===== src/rtl/fdiv_quot.sv =====
// rtl/fdiv_quot.sv - fdiv final stage: mantissa multiply, normalize, pack IEEE-754 single quotient
module fdiv_quot #(
    parameter int          BIAS = 127,
    parameter logic [31:0] QNAN = 32'h7FC00000
) (
    input  logic        clk,
    input  logic        rst,
    input  logic        in_valid,
    output logic        in_ready,
    input  logic        sgn,
    input  logic [9:0]  exp_q,
    input  logic [23:0] x_man,
    input  logic [23:0] r_man,
    input  logic [1:0]  special,
    output logic        out_valid,
    input  logic        out_ready,
    output logic [31:0] q
);
    localparam logic signed [9:0] EMAX = 10'(2 * BIAS + 1);

    logic en;

    // stage 1: partial products
    logic        v1, sgn1;
    logic [9:0]  exp1;
    logic [1:0]  sp1;
    logic [23:0] hh, hl, lh, ll;

    // stage 2: normalized mantissa and exponent
    logic               v2, sgn2;
    logic signed [9:0]  e2;
    logic [1:0]         sp2;
    logic [23:0]        man2;

    logic [47:0]       p48;
    logic [24:0]       norm;
    logic signed [9:0] e_next;
    logic [31:0]       q_next;

    // returns {already_normalized, mantissa}; p48[47] cannot be set for legal operands
    function automatic logic [24:0] normalize(input logic [47:0] p);
        if (p[46])
            return {1'b1, p[46:23]};
        else
            return {1'b0, p[45:22]};
    endfunction

    assign en       = out_ready | ~out_valid;
    assign in_ready = en;

    always_ff @(posedge clk or posedge rst) begin
        if (rst) begin
            v1   <= 1'b0;
            sgn1 <= 1'b0;
            exp1 <= '0;
            sp1  <= '0;
            hh   <= '0;
            hl   <= '0;
            lh   <= '0;
            ll   <= '0;
        end else if (en) begin
            v1   <= in_valid;
            sgn1 <= sgn;
            exp1 <= exp_q;
            sp1  <= special;
            hh   <= 24'(x_man[23:12]) * 24'(r_man[23:12]);
            hl   <= 24'(x_man[23:12]) * 24'(r_man[11:0]);
            lh   <= 24'(x_man[11:0])  * 24'(r_man[23:12]);
            ll   <= 24'(x_man[11:0])  * 24'(r_man[11:0]);
        end
    end

    always_comb begin
        p48    = {hh, 24'b0} + {12'b0, hl, 12'b0} + {12'b0, lh, 12'b0} + {24'b0, ll};
        norm   = normalize(p48);
        e_next = norm[24] ? $signed(exp1) : $signed(exp1) - 10'sd1;
    end

    always_ff @(posedge clk or posedge rst) begin
        if (rst) begin
            v2   <= 1'b0;
            sgn2 <= 1'b0;
            e2   <= '0;
            sp2  <= '0;
            man2 <= '0;
        end else if (en) begin
            v2   <= v1;
            sgn2 <= sgn1;
            e2   <= e_next;
            sp2  <= sp1;
            man2 <= norm[23:0];
        end
    end

    // denormal results flush to signed zero, truncation only
    always_comb begin
        q_next = {sgn2, e2[7:0], man2[22:0]};
        case (sp2)
            2'b11: q_next = QNAN;
            2'b10: q_next = {sgn2, 8'hFF, 23'b0};
            2'b01: q_next = {sgn2, 31'b0};
            default: begin
                if (e2 <= 10'sd0)
                    q_next = {sgn2, 31'b0};
                else if (e2 >= EMAX)
                    q_next = {sgn2, 8'hFF, 23'b0};
            end
        endcase
    end

    always_ff @(posedge clk or posedge rst) begin
        if (rst) begin
            out_valid <= 1'b0;
            q         <= '0;
        end else if (en) begin
            out_valid <= v2;
            q         <= q_next;
        end
    end
endmodule


===== config.mk =====
export PLATFORM = sky130hd
export DESIGN_NAME = fdiv_quot
export DESIGN_NICKNAME = d
export VERILOG_FILES = /design/src/rtl/fdiv_quot.sv
export SDC_FILE = /design/constraint.sdc
export NUM_CORES = 2
export LEC_CHECK = 0
export ABC_AREA = 1
export BUFFER_PORTS_ARGS = -buffer_cell sky130_fd_sc_hd__buf_2
export CAP_MARGIN = 40
export CORE_MARGIN = 1.5
export CORE_UTILIZATION = 60
export CTS_BUF_LIST = sky130_fd_sc_hd__clkbuf_8
export CTS_CLUSTER_DIAMETER = 150
export DETAILED_ROUTE_END_ITERATION = 10
export PLACE_DENSITY = 0.81
export SLEW_MARGIN = 20
export SYNTH_ARGS = -nofsm -noshare
export SYNTH_HDL_FRONTEND = slang
export SYNTH_SLANG_ARGS = --single-unit

===== constraint.sdc =====
create_clock -name clk -period 4.8 [get_ports clk]
set_input_delay 0.48 -clock clk [delete_from_list [all_inputs] [get_ports clk]]
set_output_delay 0.48 -clock clk [all_outputs]
set_load 0.05 [all_outputs]

### Yosys cells after proc, flatten, opt, wreduce, memory -nomap -nowiden

Cells that the tools add are included.

* flip-flop bits (word level): 179
* bits in latches: 0
* RAM bits: 0
* memory bits (read-only): 0
* input bits: 65
* output and inout port bits: 34
* word-level logic and storage cells: 35
* memories: 0

* add/sub/neg operators: 4
* multipliers: 4
* divide/modulo/power cells: 0
* $lt $le $gt $ge: 2
* equal/unequal tests: 3
* shifts and indexed selects: 0
* muxes and demuxes: 5
* bitwise operators: 2
* reductions and logical operators: 0

Operators by type and width (count)
* $pmux W32 S3: 1
* $add A47 B36 Y47: 2
* $mul A12 B12 Y24: 3
* $mux W31: 2
* $add A47 B24 Y47: 1
* $mux W25: 1
* $mul A12 B12 Y23: 1
* $ge A10 B9 Y1 const B: 1
* $le A10 B1 Y1 const B: 1
* $mux W10: 1
* $sub A10 B2 Y10 const B: 1
* $eq A2 B2 Y1 const B: 2
* $eq A2 B1 Y1 const B: 1
* $not A1 Y1: 1
* $or A1 B1 Y1: 1

### Depth between registers and ports, before layout

* depth in word-level cells: 5
* depth in mapped cells: 24

### Worst setup path before layout

No wires, ideal clock.

* path type: input port to flip-flop
* from: input r_man[20]
* to: register hh[18]
* library setup time: 0.130 ns
* arrival: 4.900 ns
* required time: 4.670 ns
* path slack: -0.230 ns
* stages on the path: 20
* path buffers: 1
* cells stage by stage: clkbuf_1 -> nand2_1 -> fa_1 -> inv_1 -> fa_1 -> fa_1 -> fa_1 -> inv_1 -> fa_1 -> inv_1 -> ha_1 -> a21oi_1 -> inv_1 -> a31oi_1 -> o21ai_1 -> inv_1 -> o21bai_1 -> or2_2 -> nand3_1 -> o21ai_0

* longest elaborated chain between the ends: 1

Ends and longest elaborated chain
* start: declaration: line 13 `input logic [23:0] r_man,`
* $mul A12 B12 Y23: line 66 `hh <= 24'(x_man[23:12]) * 24'(r_man[23:12]);`
* end signal: assignment: line 66
* end: declaration: line 27 `logic [23:0] hh, hl, lh, ll;`

Every way passes these cells.
A chain may end at the register's enable or synchronous reset.

### Worst setup path in the final report

* from: input x_man[13]
* to: register hl[12]

* longest elaborated chain between the ends: 1

Ends and longest elaborated chain
* start: declaration: line 12 `input logic [23:0] x_man,`
* $mul A12 B12 Y24: line 67 `hl <= 24'(x_man[23:12]) * 24'(r_man[11:0]);`
* end signal: assignment: line 67
* end: declaration: line 27

Every way passes these cells.

==> metrics.txt <==
Min-Delay Path Class input pin to asynchronous set/reset pin; fin worst setup slack approximately 0.094 ns; Reg2Reg Depth 12; Reg2Reg Launch Point hl[17]; via count 25.4k; Synthesized Nets approximately 4.6k; failing checks DRC; largest net degree at the start of global routing 168; initial core utilization 0.609; setup violators final 0; vias in the first global route 25.1k; Rows slightly below 80; Sink Count 167; Residual DRC 10; Die Y roughly 220 µm; crit end category flop; initial antenna violation count 1; Yosys reg bits 167; endpoints failing hold 0; IO Pins 99; Layout area overhead 14.0%; worst-path fanout max 7; Final period util 0.980; EDFF count, synth 0; FF-to-FF End man2[5]; Crit Path Class input pin to flop; worst slew pin tran 1.00 ns; Worst EP arrival 5.03 ns; Synth async-reset ratio 1.00; Primary FF master, synth dfrtp_1; CTS Buffer Depth 2; Yosys cell types 46; CTS Root Buffer Type clkbuf_8; Die Span X roughly 220 µm; Setup WS pre-CTS -0.520 ns; Via density 5.36; Overall Global Routing Usage 0.326; drt first-iter violations between 2k and 2.5k; CP Launch Type input pin; Slew HR 0.331; drt total wl 76100 µm; postcts setup bufs 0; Final Wtd Congestion 0.967; share of layout cells above drive strength 1 0.133; Setup Skew 0.0211 ns; clock slew at reported path FFs 0.09 ns; gate count of the mapped netlist 3810; Slew Viols, Final 0; cts hold-fix bufs 0; global-route wire length before repair roughly 120000 µm; post-route insts no fill 4730; Hold WS about 0.19 ns; die area 48700 µm²; Antenna Nets Post-Route 0; CTS tree built; Syn. warnings 0; status complete, but fails checks; H-tree depth 4; max-cap viol count 0; Pre-antenna DRT Iters 10; GR Overflow Total 0; DP HPWL 63200 µm; register area share after synthesis 0.147; RSZ-0062 raised after global routing true; R2R setup slack 1.53 ns; Critical Path RT ~5.1 ns; WL per Instance about 16 µm; Tmin final 4.71 ns; Crit-path slowest cell fa_1; final net count 4862; clock latency on the worst-skew pair 0.48 ns; Mapped Area 28400 µm²; PortBufs 98; Mean Syn Cell Area 7.46 µm²; CP peak stage delay about 0.49 ns; placed instance count 4698; fmax 213 MHz; Inserted Clock Buffers 17; crit-path cells buf_2 > buf_4 > nand2_1 > inv_1 > fa_1 > ha_1 > fa_1 > inv_1 > fa_1 > fa_1 > inv_1 > ha_1 > inv_1 > o21ai_0 > a21oi_1 > buf_4 > o21bai_1 > xnor2_1 > o21ai_0; Core ar. 46700 µm²
## cell usage after synthesis, types with 2 or more instances
cell      instances  area [µm²]
ha_1            266        3330
nand4_1          23         144
xor2_1           14         123
o21bai_1         10        75.1
nor2_1          161         604
buf_6             5        56.3
o22ai_1           2        12.5
o21ai_2           7        61.3
a21boi_0          3        22.5
or2_2            27         169
clkbuf_1        123         462
xnor2_1          21         184
and2_1            2        12.5
dfrtp_1         167        4180
buf_1             4        15.0
inv_1           929        3490
nand2_4           2        22.5
o211ai_1          3        22.5
nand2_1        1099        4130
nand2_2          13        81.3
nand3_1         111         556
o21ai_1          14        70.1
buf_2             4        20.0
a31oi_1          42         263
nand3_2           2        20.0
a21o_1           10        75.1
o31ai_1          20         150
nor3_1           19        95.1
fa_1            421        8430
o21ai_0         118         591
a21oi_1         122         611
o21a_1            7        52.6
nor2_2            4        25.0
nor4_1           13        81.3
nand3b_1         11        82.6
## cells by family (layout without fill, tap and decap cells)
kind of cell,count (synthesis),after routing,synth area share
buffers and inverters,1069,1381,0.144
XOR/XNOR,35,35,0.0108
AO/OA/AOI/OAI,360,360,0.0712
flip-flops,167,167,0.147
adder cells (fa/ha/maj),687,687,0.414
other,0,1,0
AND/OR/NAND/NOR,1492,1492,0.214
## critical path: cells and delay by family
family / cells / cell delay (ns)
XOR/XNOR: 1 / 0.24
AO/OA/AOI/OAI: 4 / 0.95
adder cells (fa/ha/maj): 6 / 2.42
AND/OR/NAND/NOR: 1 / 0.06
buffers and inverters: 7 / 0.89
## placed cells by master (no fill, tap or decap), types with 10 or more instances in the layout
| master | n |
|---|---|
| a21oi_1 | 114 |
| o21bai_1 | 10 |
| nand2_1 | 1094 |
| o21ai_1 | 19 |
| clkbuf_4 | 17 |
| ha_1 | 259 |
| dfrtp_1 | 167 |
| o31ai_1 | 20 |
| a21o_1 | 10 |
| buf_2 | 79 |
| xor2_1 | 14 |
| fa_1 | 421 |
| o21ai_0 | 111 |
| nand3_1 | 110 |
| or2_2 | 27 |
| nand3b_1 | 11 |
| a31oi_1 | 40 |
| nand4_1 | 23 |
| inv_1 | 927 |
| buf_4 | 301 |
| buf_12 | 20 |
| nand2_2 | 18 |
| nor2_1 | 155 |
| clkbuf_8 | 20 |
| xnor2_1 | 21 |
| nor3_1 | 18 |
## how the worst max path moves through the flow
stage / endpoint / cells after the start / slack [ns] / start
after floorplan: hl[18] / 19 / 0.0001 / r_man[5]
after CTS: hh[17] / 22 / 0.05 / r_man[15]
after global placement: hh[17] / 19 / -0.46 / x_man[21]
after detailed placement: hh[17] / 19 / -0.52 / x_man[21]
final: hl[12] / 19 / 0.09 / x_man[13]
after global routing: ll[13] / 19 / -0.04 / x_man[4]
## area by class of cell
| class | count | area (µm²) |
|---|---|---|
| Clock buffer | 20 | 275 |
| Timing Repair Buffer | 419 | 3210 |
| Fill cell | 3732 | 14300 |
| Tap cell | 607 | 759 |
| Multi-Input combinational cell | 2574 | 20300 |
| Sequential cell | 167 | 4180 |
| Antenna cell | 1 | 2.50 |
| Clock inverter | 11 | 114 |
| Inverter | 931 | 3500 |
## registers in the layout (all words and copies together) (netlist names)
name	flops
e2	10
exp1	10
hh	23
hl	24
lh	24
ll	12
man2	23
out_valid	1
q	32
sgn1	1
sgn2	1
sp1	2
sp2	2
v1	1
v2	1
## metal layers
| layer | vias up | share of wire | global-route usage |
|---|---|---|---|
| met3 | 146 | 0.087 | 0.0488 |
| met4 | 0 | 0.035 | 0.113 |
| met5 | - | 0 | 0 |
| met1 | 12100 | 0.43 | 0.458 |
| li1 | 12000 | - | - |
| met2 | 1170 | 0.45 | 0.517 |
## metrics by stage
stage	utilization	instance area (µm²)	setup TNS (ns)
global route	0.694	32400	-0.173
detailed placement	0.681	31800	-15.19
floorplan	-	28500	0
finish	0.694	32400	0
CTS	0.689	32200	0
global placement	0.681	31800	-11.45
## timing repair
action,CTS,global route
resized for setup,1,65
setup endpoints to repair,1,40
pin swaps,0,2
hold endpoints to repair,0,0
Power is left out: the tool's default activity adds up to more than one toggle a clock period on the data nets, which glitch-free logic cannot reach.
